**src/rtl/stream_serializer_if.sv**
```systemverilog
// Wide-in / narrow-out valid/ready stream bundle for the serializer.
// The master drives wide words in and takes lanes out; the slave is the serializer.
interface stream_serializer_if #(
  parameter int LANES = 4,
  parameter int W     = 8,
  parameter int CNT_W = $clog2(LANES + 1)
);
  logic                 input_valid;
  logic [LANES*W-1:0]   input_payload;
  logic [CNT_W-1:0]     input_count;
  logic                 input_last;
  logic                 input_ready;
  logic                 output_valid;
  logic [W-1:0]         output_payload;
  logic                 output_last;
  logic                 output_ready;

  modport master (
    output input_valid, input_payload, input_count, input_last, output_ready,
    input  input_ready, output_valid, output_payload, output_last
  );

  modport slave (
    input  input_valid, input_payload, input_count, input_last, output_ready,
    output input_ready, output_valid, output_payload, output_last
  );
endinterface

```
**src/rtl/stream_serializer.sv**
```systemverilog
// Width-down converter: takes one LANES-wide word, emits its first input_count
// lanes one per transfer (lane 0 first) with no bubbles between words.
module stream_serializer #(
  parameter int LANES = 4,
  parameter int W     = 8,
  parameter int CNT_W = $clog2(LANES + 1)
) (
  input  logic                clk,
  input  logic                rst_n,
  stream_serializer_if.slave  s
);
  localparam int                IDX_W   = $clog2(LANES);
  localparam logic [CNT_W-1:0]  LANES_C = CNT_W'(LANES);

  logic [LANES*W-1:0] hold_q,   hold_d;
  logic               last_q,   last_d;
  logic [IDX_W-1:0]   idx_q,    idx_d;
  logic [CNT_W-1:0]   remain_q, remain_d;
  logic               accept, emit;
  logic [W-1:0]       lane_sel;

  // The only combinational input->output path: output_ready opens the input
  // on the final lane so the next word lands on the same edge.
  assign s.input_ready    = rst_n && ((remain_q == '0) ||
                                      ((remain_q == CNT_W'(1)) && s.output_ready));
  assign s.output_valid   = (remain_q != '0);
  assign s.output_payload = lane_sel;
  assign s.output_last    = last_q && (remain_q == CNT_W'(1));

  assign accept = s.input_valid && s.input_ready;
  assign emit   = s.output_valid && s.output_ready;

  always_comb begin
    lane_sel = '0;
    for (int i = 0; i < LANES; i++) begin
      if (idx_q == IDX_W'(i)) lane_sel = hold_q[i*W +: W];
    end
  end

  always_comb begin
    hold_d   = hold_q;
    last_d   = last_q;
    idx_d    = idx_q;
    remain_d = remain_q;
    if (accept) begin
      hold_d   = s.input_payload;
      last_d   = s.input_last;
      idx_d    = '0;
      remain_d = (s.input_count > LANES_C) ? LANES_C : s.input_count;
    end else if (emit) begin
      idx_d    = idx_q + IDX_W'(1);
      remain_d = remain_q - CNT_W'(1);
    end
  end

  always_ff @(posedge clk or negedge rst_n) begin
    if (!rst_n) begin
      hold_q   <= '0;
      last_q   <= 1'b0;
      idx_q    <= '0;
      remain_q <= '0;
    end else begin
      hold_q   <= hold_d;
      last_q   <= last_d;
      idx_q    <= idx_d;
      remain_q <= remain_d;
    end
  end
endmodule
```
**src/flat_wrapper.sv**
```systemverilog
// flat-port wrapper written by rule: the top's interface ports become plain ports
module stream_serializer_flat 
#(
  parameter int LANES = 4,
  parameter int W     = 8,
  parameter int CNT_W = $clog2(LANES + 1)
)
  (clk, rst_n, s_input_valid, s_input_payload, s_input_count, s_input_last, s_output_ready, s_input_ready, s_output_valid, s_output_payload, s_output_last);
  stream_serializer_if #(.LANES(LANES), .W(W), .CNT_W(CNT_W)) s_i ();
  input  logic clk;
  input  logic rst_n;
  input wire logic [$bits(s_i.input_valid)-1:0] s_input_valid;
  input wire logic [$bits(s_i.input_payload)-1:0] s_input_payload;
  input wire logic [$bits(s_i.input_count)-1:0] s_input_count;
  input wire logic [$bits(s_i.input_last)-1:0] s_input_last;
  input wire logic [$bits(s_i.output_ready)-1:0] s_output_ready;
  output wire logic [$bits(s_i.input_ready)-1:0] s_input_ready;
  output wire logic [$bits(s_i.output_valid)-1:0] s_output_valid;
  output wire logic [$bits(s_i.output_payload)-1:0] s_output_payload;
  output wire logic [$bits(s_i.output_last)-1:0] s_output_last;
  assign s_i.input_valid = s_input_valid;
  assign s_i.input_payload = s_input_payload;
  assign s_i.input_count = s_input_count;
  assign s_i.input_last = s_input_last;
  assign s_i.output_ready = s_output_ready;
  assign s_input_ready = s_i.input_ready;
  assign s_output_valid = s_i.output_valid;
  assign s_output_payload = s_i.output_payload;
  assign s_output_last = s_i.output_last;
  stream_serializer #(.LANES(LANES), .W(W), .CNT_W(CNT_W)) u_core (.clk(clk), .rst_n(rst_n), .s(s_i));
endmodule
```
**config.mk**
```make
export PLATFORM = sky130hd
export DESIGN_NAME = stream_serializer_flat
export DESIGN_NICKNAME = d
export VERILOG_FILES = /design/src/rtl/stream_serializer_if.sv /design/src/rtl/stream_serializer.sv /design/src/flat_wrapper.sv
export SDC_FILE = /design/constraint.sdc
export NUM_CORES = 1
export LEC_CHECK = 0
export ABC_AREA = 0
export CORE_MARGIN = 1
export CORE_UTILIZATION = 50
export DETAILED_ROUTE_END_ITERATION = 8
export GPL_ROUTABILITY_DRIVEN = 0
export PLACE_DENSITY = 0.92
export SYNTH_ARGS = -nofsm -noshare
export SYNTH_HDL_FRONTEND = slang
export SYNTH_SLANG_ARGS = --single-unit
```
**constraint.sdc**
```tcl
create_clock -name clk -period 5.2 [get_ports clk]
set_input_delay 0.52 -clock clk [delete_from_list [all_inputs] [get_ports clk]]
set_output_delay 0.52 -clock clk [all_outputs]
set_load 0.005 [all_outputs]
```
==> results of run 1 <==
[per-layer routing]
| layer | global-route usage (%) | vias to the layer above | share of wire, % |
|---|---|---|---|
| met4 | 10.83 | 0 | 2.7 |
| met5 | 0 | - | 0 |
| met3 | 5.986 | 10 | 4.9 |
| li1 | - | 677 | - |
| met1 | 28.18 | 688 | 45 |
| met2 | 32.81 | 42 | 47 |
[logic make-up (layout without fill, tap and decap cells)]
| family | count (synthesis) | after routing |
|---|---|---|
| and+or+nand+nor | 20 | 20 |
| adders and majority gates | 7 | 7 |
| AOI/OAI and AO/OA | 43 | 43 |
| muxes | 35 | 35 |
| DFF | 38 | 38 |
| buffers and inverters | 26 | 74 |
[worst max-delay path, delay by kind of cell, from the launching register on]
| kind | cells | cell delay, ns |
|---|---|---|
| AOI/OAI and AO/OA | 3 | 0.46 |
| DFF | 1 | 0.42 |
| adders and majority gates | 1 | 0.55 |
| buffers and inverters | 2 | 0.62 |
[cells in the final DEF, fill, tap and decap left out, drive strengths merged]
master and instances:
a21o 1, a21oi 20, a22o 8, and2 1
and2b 2, and3 1, buf 1, clkbuf 6
clkdlybuf4s50 49, clkinv 1, clkinvlp 1, dfrtp 38
ha 7, inv 16, mux2 35, nand2 10
nand3 2, nor2 2, nor3 2, o2111ai 2
o21ai 10, o31a 2
[registers in the layout (all words and copies together), names as in the netlist]
name,cells
u_core.hold_q,32
u_core.remain_q,3
u_core.idx_q,2
u_core.last_q,1
[per-stage QoR]
stage	hold slack (ns)	std cells	util, %
6_report	0.3191	265	68.55
2_1_floorplan	0.2244	169	-
3_3_place_gp	0.4911	257	66.01
4_1_cts	0.3464	265	68.55
5_1_grt	0.3775	265	68.55
3_5_place_dp	0.4964	257	66.01
[layout make-up]
type / instances / area (um^2) / share of cell area [%]
sequential: 38 / 950.9 / 37.06
clock inverter: 2 / 12.51 / 0.4876
tap: 48 / 60.06 / 2.340
timing repair buffer: 50 / 495.5 / 19.31
clock buffer: 6 / 82.58 / 3.218
multi-input combinational: 105 / 904.6 / 35.25
inverter: 16 / 60.06 / 2.340
[how the worst max path moves through the flow]
stage,end,cells after the start,from
detailed placement,u_core.hold_q[4]$_DFFE_PN0P_,4,rst_n
global route,s_output_payload[6],6,u_core.idx_q[0]$_DFFE_PN0P_
floorplan,s_output_payload[6],6,u_core.idx_q[0]$_DFFE_PN0P_
global placement,s_input_ready,4,rst_n
CTS,s_output_payload[6],6,u_core.idx_q[0]$_DFFE_PN0P_
finish,s_output_payload[6],6,u_core.idx_q[0]$_DFFE_PN0P_
[power groups by stage]
stage | sequential (mW) | combinational, mW | clock (mW)
floorplan | 0.509 | 0.487 | 0
global placement | 0.530 | 0.700 | 0
detailed placement | 0.541 | 0.721 | 0
CTS | 0.536 | 0.735 | 0.214
global route | 0.552 | 0.794 | 0.229
finish | 0.537 | 0.731 | 0.211
==> results by group, run 1 <==
Timing
  – Period utilization: 55.09%
  – Worst Skew: 0.009975 ns
  – Slew Limit Fails: 0
  – Final hold vios: 0
  – Setup TNS: 0 ns
  – FMAX: 349.1 MHz
  – Actual slew at the worst max-slew pin: 0.8197 ns
  – Tmin final: 2.865 ns
  – Unrepaired setup endpoints after global routing: false
  – # setup viols final: 0
  – Setup slack after layout: 2.335 ns
  – Worst slew margin: 45.35%

Synth
  – Seq/Total Area, Yosys: 47.95%
  – EDFF count, synth: 0
  – Ys async rst share: 100.0%
  – Yosys reg bits: 38
  – Synth Warn #: 0
  – Post-synthesis xor/xnor area fraction: 0%
  – Synth Net Count: 216
  – Ys flop type: dfrtp_1
  – Top post-synthesis cells by count: dfrtp_1 (38), a21oi_1 (20), mux2_2 (19), inv_1 (16), mux2_4 (16)
  – Mapped Cells: 169
  – Largest family of logic cells by synthesized area: multiplexers
  – Top post-synthesis cells by area: dfrtp_1 (48%), mux2_4 (12%), mux2_2 (11%)
  – Distinct cells, synth: 23
  – Mux cell area share after synthesis: 22.90%
  – Mean Syn Cell Area: 11.73 um^2
  – Mapped cell area: 1983 um^2
  – Compound-Gate Fraction of Synth Area: 13.25%
  – Yosys top cell by area: dfrtp_1
  – Adder-Cell Fraction of Synth Area: 4.416%
  – Top cell type's share of synthesized area: 47.95%
  – Most common cell in the netlist: dfrtp_1
  – Simple-Gate Fraction of Synth Area: 5.047%

Route
  – Final WL: 4.076 mm
  – Residual DRC count: 0
  – Detail Route Antenna Nets: 0
  – DR vias: 1,417
  – Vias per inst: 5.347
  – Drt wl/cell: 15.38 um
  – Initial DRC Count: 51
  – TritonRoute pass-1 iters: 4

Worst hold path
  – Hold/Removal Path Class: input port to async pin

Power
  – Total net switching power: 0.4941 mW
  – Peak supply drop: 0.2673 mV
  – Switching share of power: 33.41%
  – Total power: 1.479 mW
  – Clock power share: 14.3%
  – P_int: 0.9848 mW
  – Reg power frac: 36.3%
  – Combinational Power Share: 49.4%
  – P per Cell Area: 576.3 nW/um^2
  – Lkg Pwr: 1.137 nW

Clock network
  – Post-CTS setup buffer count: 0
  – Clock Root Buffer: clkbuf_8
  – TritonCTS buffer count: 5
  – CTS Buffer Depth: 2
  – Clock sink count: 38
  – Hold Buf Count CTS: 0
  – Clk_lat worst skew: 0.30 ns
  – Clock-pin slew on the worst setup and hold paths: 0.07 ns
  – CTS resizes: 0
  – H-tree depth: 2
  – CTS tree: built

Finish
  – Fill cell count: 309
  – Post-synthesis to final-layout area growth: 29.40%
  – Net count, final: 263
  – Layout cells sized above 1: 21.20%
  – ANT cells: 0
  – Final Cell Area: 2566 um^2

Worst setup path
  – Required @ worst endpoint: 4.68 ns
  – Worst reg2reg setup slack: 3.24 ns
  – Worst reg2reg endpoint: u_core.hold_q[26]$_DFFE_PN0P_
  – CP Class: register to primary output
  – CP max stage cell: ha_1
  – Worst-path fanout max: 16
  – Slowest stage delay, CP: 0.55 ns
  – Crit-path cells: inv_1 > ha_1 > a21oi_1 > o21ai_0 > a22o_1 > clkdlybuf4s50_1
  – Setup crit end kind: primary output
  – Reg-to-reg startpoint: u_core.remain_q[0]$_DFFE_PN0P_
  – CP Launch Type: register
  – R2R depth: 5
  – Worst path arrival time: 2.34 ns

Place
  – Dpl ws: 2.590 ns
  – Area after DPL: 2471 um^2
  – IO Port Bufs: 50
  – Post-DP HPWL: 2.790 mm

Floorplan
  – Initial Util: 52.97%
  – Die area: 4222 um^2
  – Row cnt: 22
  – Die W: 64.98 um
  – Die H: 64.98 um
  – Core Area: 3744 um^2
  – Ports: 51

Global routing
  – First-pass GRT wire length: 6.727 mm
  – Aggregate global routing overflow: 0
  – GRT Overall Usage: 21.62%
  – Vias in the first global route: 1,475
  – Initial antenna violation count: 0
  – Largest net degree at the start of global routing: 40

Run status
  – Status: completed

Run
  – Max Cap Viol: 0
No activity file was read; power rests on OpenSTA's default activity.
==> run 2, diff against run 1 <==
--- a/config.mk
+++ b/config.mk
@@ -7,10 +7,10 @@
 export LEC_CHECK = 0
 export ABC_AREA = 0
 export CORE_MARGIN = 1
-export CORE_UTILIZATION = 50
+export CORE_UTILIZATION = 48
 export DETAILED_ROUTE_END_ITERATION = 8
 export GPL_ROUTABILITY_DRIVEN = 0
-export PLACE_DENSITY = 0.92
+export PLACE_DENSITY = 0.89
 export SYNTH_ARGS = -nofsm -noshare
 export SYNTH_HDL_FRONTEND = slang
 export SYNTH_SLANG_ARGS = --single-unit
==> constraint.sdc (replaced) <==
create_clock -name clk -period 3 [get_ports clk]
set_input_delay 0.3 -clock clk [delete_from_list [all_inputs] [get_ports clk]]
set_output_delay 0.3 -clock clk [all_outputs]
set_load 0.005 [all_outputs]
==> results by group, run 2 (synthesized netlist as in run 1, its figures left out) <==
Run status
  – Status: completed (unchanged)

Global routing
  – M2 GR Usage: 31.76% (was 32.81%)
  – Largest net degree at the start of global routing: 39 (was 40)
  – Aggregate global routing overflow: 0 (unchanged)
  – M3 GR Usage: 7.069% (was 5.986%)
  – GRT Overall Usage: 20.74% (was 21.62%)
  – GR peak layer: met2 (unchanged)
  – First-pass GRT wire length: 6.555 mm (was 6.727 mm)
  – Vias in the first global route: 1,418 (was 1,475)
  – Initial antenna violation count: 0 (unchanged)
  – Grt met1 use: 27.61% (was 28.18%)

Finish
  – Post-synthesis to final-layout area growth: 29.15% (was 29.40%)
  – Layout cells sized above 1: 20.83% (was 21.20%)
  – ANT cells: 0 (unchanged)
  – Most frequent cells in the layout: clkdlybuf4s50_1 (49), dfrtp_1 (38), a21oi_1 (20) (unchanged)
  – Top flop regs: u_core.hold_q: 32 flops, u_core.remain_q: 3 flops, u_core.idx_q: 2 flops (unchanged)
  – Net count, final: 264 (was 263)
  – Fill cell count: 303 (was 309)
  – Most flops, register: u_core.hold_q (unchanged)
  – Register Area: 950.9 um^2 (unchanged)
  – Max reg flops: 32 (unchanged)
  – Most common cell after layout, fill and taps aside: clkdlybuf4s50_1 (unchanged)
  – Multi-input combinational cell area: 904.6 um^2 (unchanged)

Timing
  – Period utilization: 86.13%
  – Setup slack after layout: 0.4160 ns (was 2.335 ns)
  – Worst Skew: 0.004629 ns (was 0.009975 ns)
  – Unrepaired setup endpoints after global routing: false (unchanged)
  – Slew Limit Fails: 0 (unchanged)
  – Actual slew at the worst max-slew pin: 0.5883 ns (was 0.8197 ns)
  – # setup viols final: 0 (unchanged)
  – Worst slew margin: 60.78% (was 45.35%)
  – Final hold vios: 0 (unchanged)
  – Tmin final: 2.584 ns
  – FMAX: 387.0 MHz
  – Setup TNS: 0 ns (unchanged)

Place
  – Dpl ws: 0.7710 ns (was 2.590 ns)
  – IO Port Bufs: 50 (unchanged)
  – Post-DP HPWL: 2.875 mm (was 2.790 mm)

Floorplan
  – Die H: 66.28 um (was 64.98 um)
  – Die W: 66.28 um (was 64.98 um)
  – Die area: 4392 um^2 (was 4222 um^2)
  – Row cnt: 22 (unchanged)
  – Initial Util: 52.21% (was 52.97%)
  – Ports: 51 (unchanged)
  – Core Area: 3799 um^2 (was 3744 um^2)

Route
  – Vias per inst: 5.254 (was 5.347)
  – TritonRoute pass-1 iters: 4 (unchanged)
  – Final WL: 3.991 mm (was 4.076 mm)
  – Residual DRC count: 0 (unchanged)
  – Detail Route Antenna Nets: 0 (unchanged)
  – DR vias: 1,387 (was 1,417)
  – Drt wl/cell: 15.12 um (was 15.38 um)
  – Initial DRC Count: 56 (was 51)

Worst setup path
  – Slowest stage delay, CP: 0.54 ns (was 0.55 ns)
  – CP Depth: 6 (unchanged)
  – Worst-path fanout max: 16 (unchanged)
  – Required @ worst endpoint: 2.70 ns (was 4.68 ns)
  – Reg-to-reg startpoint: u_core.remain_q[0]$_DFFE_PN0P_ (unchanged)
  – R2R depth: 5 (unchanged)
  – CP Class: register to primary output (unchanged)
  – CP top delay family: buffers and inverters (unchanged)
  – Worst reg2reg endpoint: u_core.hold_q[1]$_DFFE_PN0P_ (was u_core.hold_q[26]$_DFFE_PN0P_)
  – Setup crit end kind: primary output (unchanged)
  – Critical Path Source: u_core.idx_q[0]$_DFFE_PN0P_ (unchanged)
  – CP max stage cell: ha_1 (unchanged)
  – Worst path arrival time: 2.28 ns (was 2.34 ns)
  – Worst reg2reg setup slack: 1.05 ns (was 3.24 ns)
  – CP endpoint: s_output_payload[0] (was s_output_payload[6])
  – WP buf/inv: 2 (unchanged)
  – Crit-path cells: inv_1 > ha_1 > a21oi_1 > o21ai_0 > a22o_1 > clkdlybuf4s50_1 (unchanged)
  – CP Launch Type: register (unchanged)

Worst hold path
  – Hold/Removal Path Class: input port to async pin (unchanged)

Clock network
  – TritonCTS buffer count: 5 (unchanged)
  – Post-CTS setup buffer count: 0 (unchanged)
  – CTS Buffer Depth: 2 (unchanged)
  – CTS resizes: 0 (unchanged)
  – Clk_lat worst skew: 0.29 ns (was 0.30 ns)
  – Clock-pin slew on the worst setup and hold paths: 0.06 ns (was 0.07 ns)
  – Clock Root Buffer: clkbuf_8 (unchanged)
  – H-tree depth: 2 (unchanged)
  – Clock sink count: 38 (unchanged)
  – CTS tree: built (unchanged)
  – Hold Buf Count CTS: 0 (unchanged)

Power
  – Lkg Pwr: 1.137 nW (about the same)
  – P per Cell Area: 986.0 nW/um^2 (was 576.3 nW/um^2)
  – Total power: 2.525 mW (was 1.479 mW)
  – Peak supply drop: 0.5390 mV (was 0.2673 mV)

Run
  – Max Cap Viol: 0 (unchanged)
==> run 2: cell types whose count changed in the layout (fill, tap and decap cells not counted), sizes merged <==
| cell | change |
|---|---|
| buf | +1 |
| clkinv | -1 |
| clkinvlp | -1 |
==> run 2: layout make-up <==
type,count,area share (%)
flip-flops and latches,38,37.13
repair buffers,51,19.64
well taps,48,2.345
multi-input cells,105,35.32
clock buffers,6,3.224
inverters,16,2.345
==> run 2: worst reg2reg max path, stage by stage (launching register included) <==
cell	delay [ns]
dfrtp_1	0.40
inv_1	0.11
ha_1	0.20
a21o_1	0.14
and3_4	0.57
mux2_2	0.41
==> run 2: where the power goes <==
| part | switching, mW | total [mW] | internal (mW) | leakage, nW |
|---|---|---|---|---|
| Sequential | 0.164 | 0.937 | 0.774 | 0.457 |
| Clock | 0.158 | 0.335 | 0.177 | 0.0431 |
| Combinational | 0.501 | 1.25 | 0.752 | 0.637 |
| Total | 0.823 | 2.53 | 1.70 | 1.14 |
==> run 2: metrics by stage <==
stage / cells / util, % / hold WS [ns] / instance area [um^2]
floorplan: 169 / - / 0.004409 / 1983
global placement: 258 / 65.25 / 0.3938 / 2479
detailed placement: 258 / 65.25 / 0.3915 / 2479
CTS: 264 / 67.42 / 0.08375 / 2561
global route: 264 / 67.42 / 0.1085 / 2561
finish: 264 / 67.42 / 0.07221 / 2561
==> run 2: metal layers <==
layer  up-vias  share of wire, %
met5         -                 0
met4         0              0.90
met3         4               4.9
met2        36                45
met1       668                49
li1        679                 -
==> run 2: worst min-delay path by stage <==
stage / start / depth (start not counted) / slack [ns] / endpoint
2_1_floorplan: rst_n / 0 / 0.004 / u_core.hold_q[0]$_DFFE_PN0P_
3_3_place_gp: rst_n / 2 / 0.39 / u_core.last_q$_DFFE_PN0P_
3_5_place_dp: rst_n / 2 / 0.39 / u_core.last_q$_DFFE_PN0P_
4_1_cts: rst_n / 2 / 0.08 / u_core.hold_q[25]$_DFFE_PN0P_
5_1_grt: rst_n / 2 / 0.11 / u_core.last_q$_DFFE_PN0P_
6_report: rst_n / 2 / 0.07 / u_core.last_q$_DFFE_PN0P_
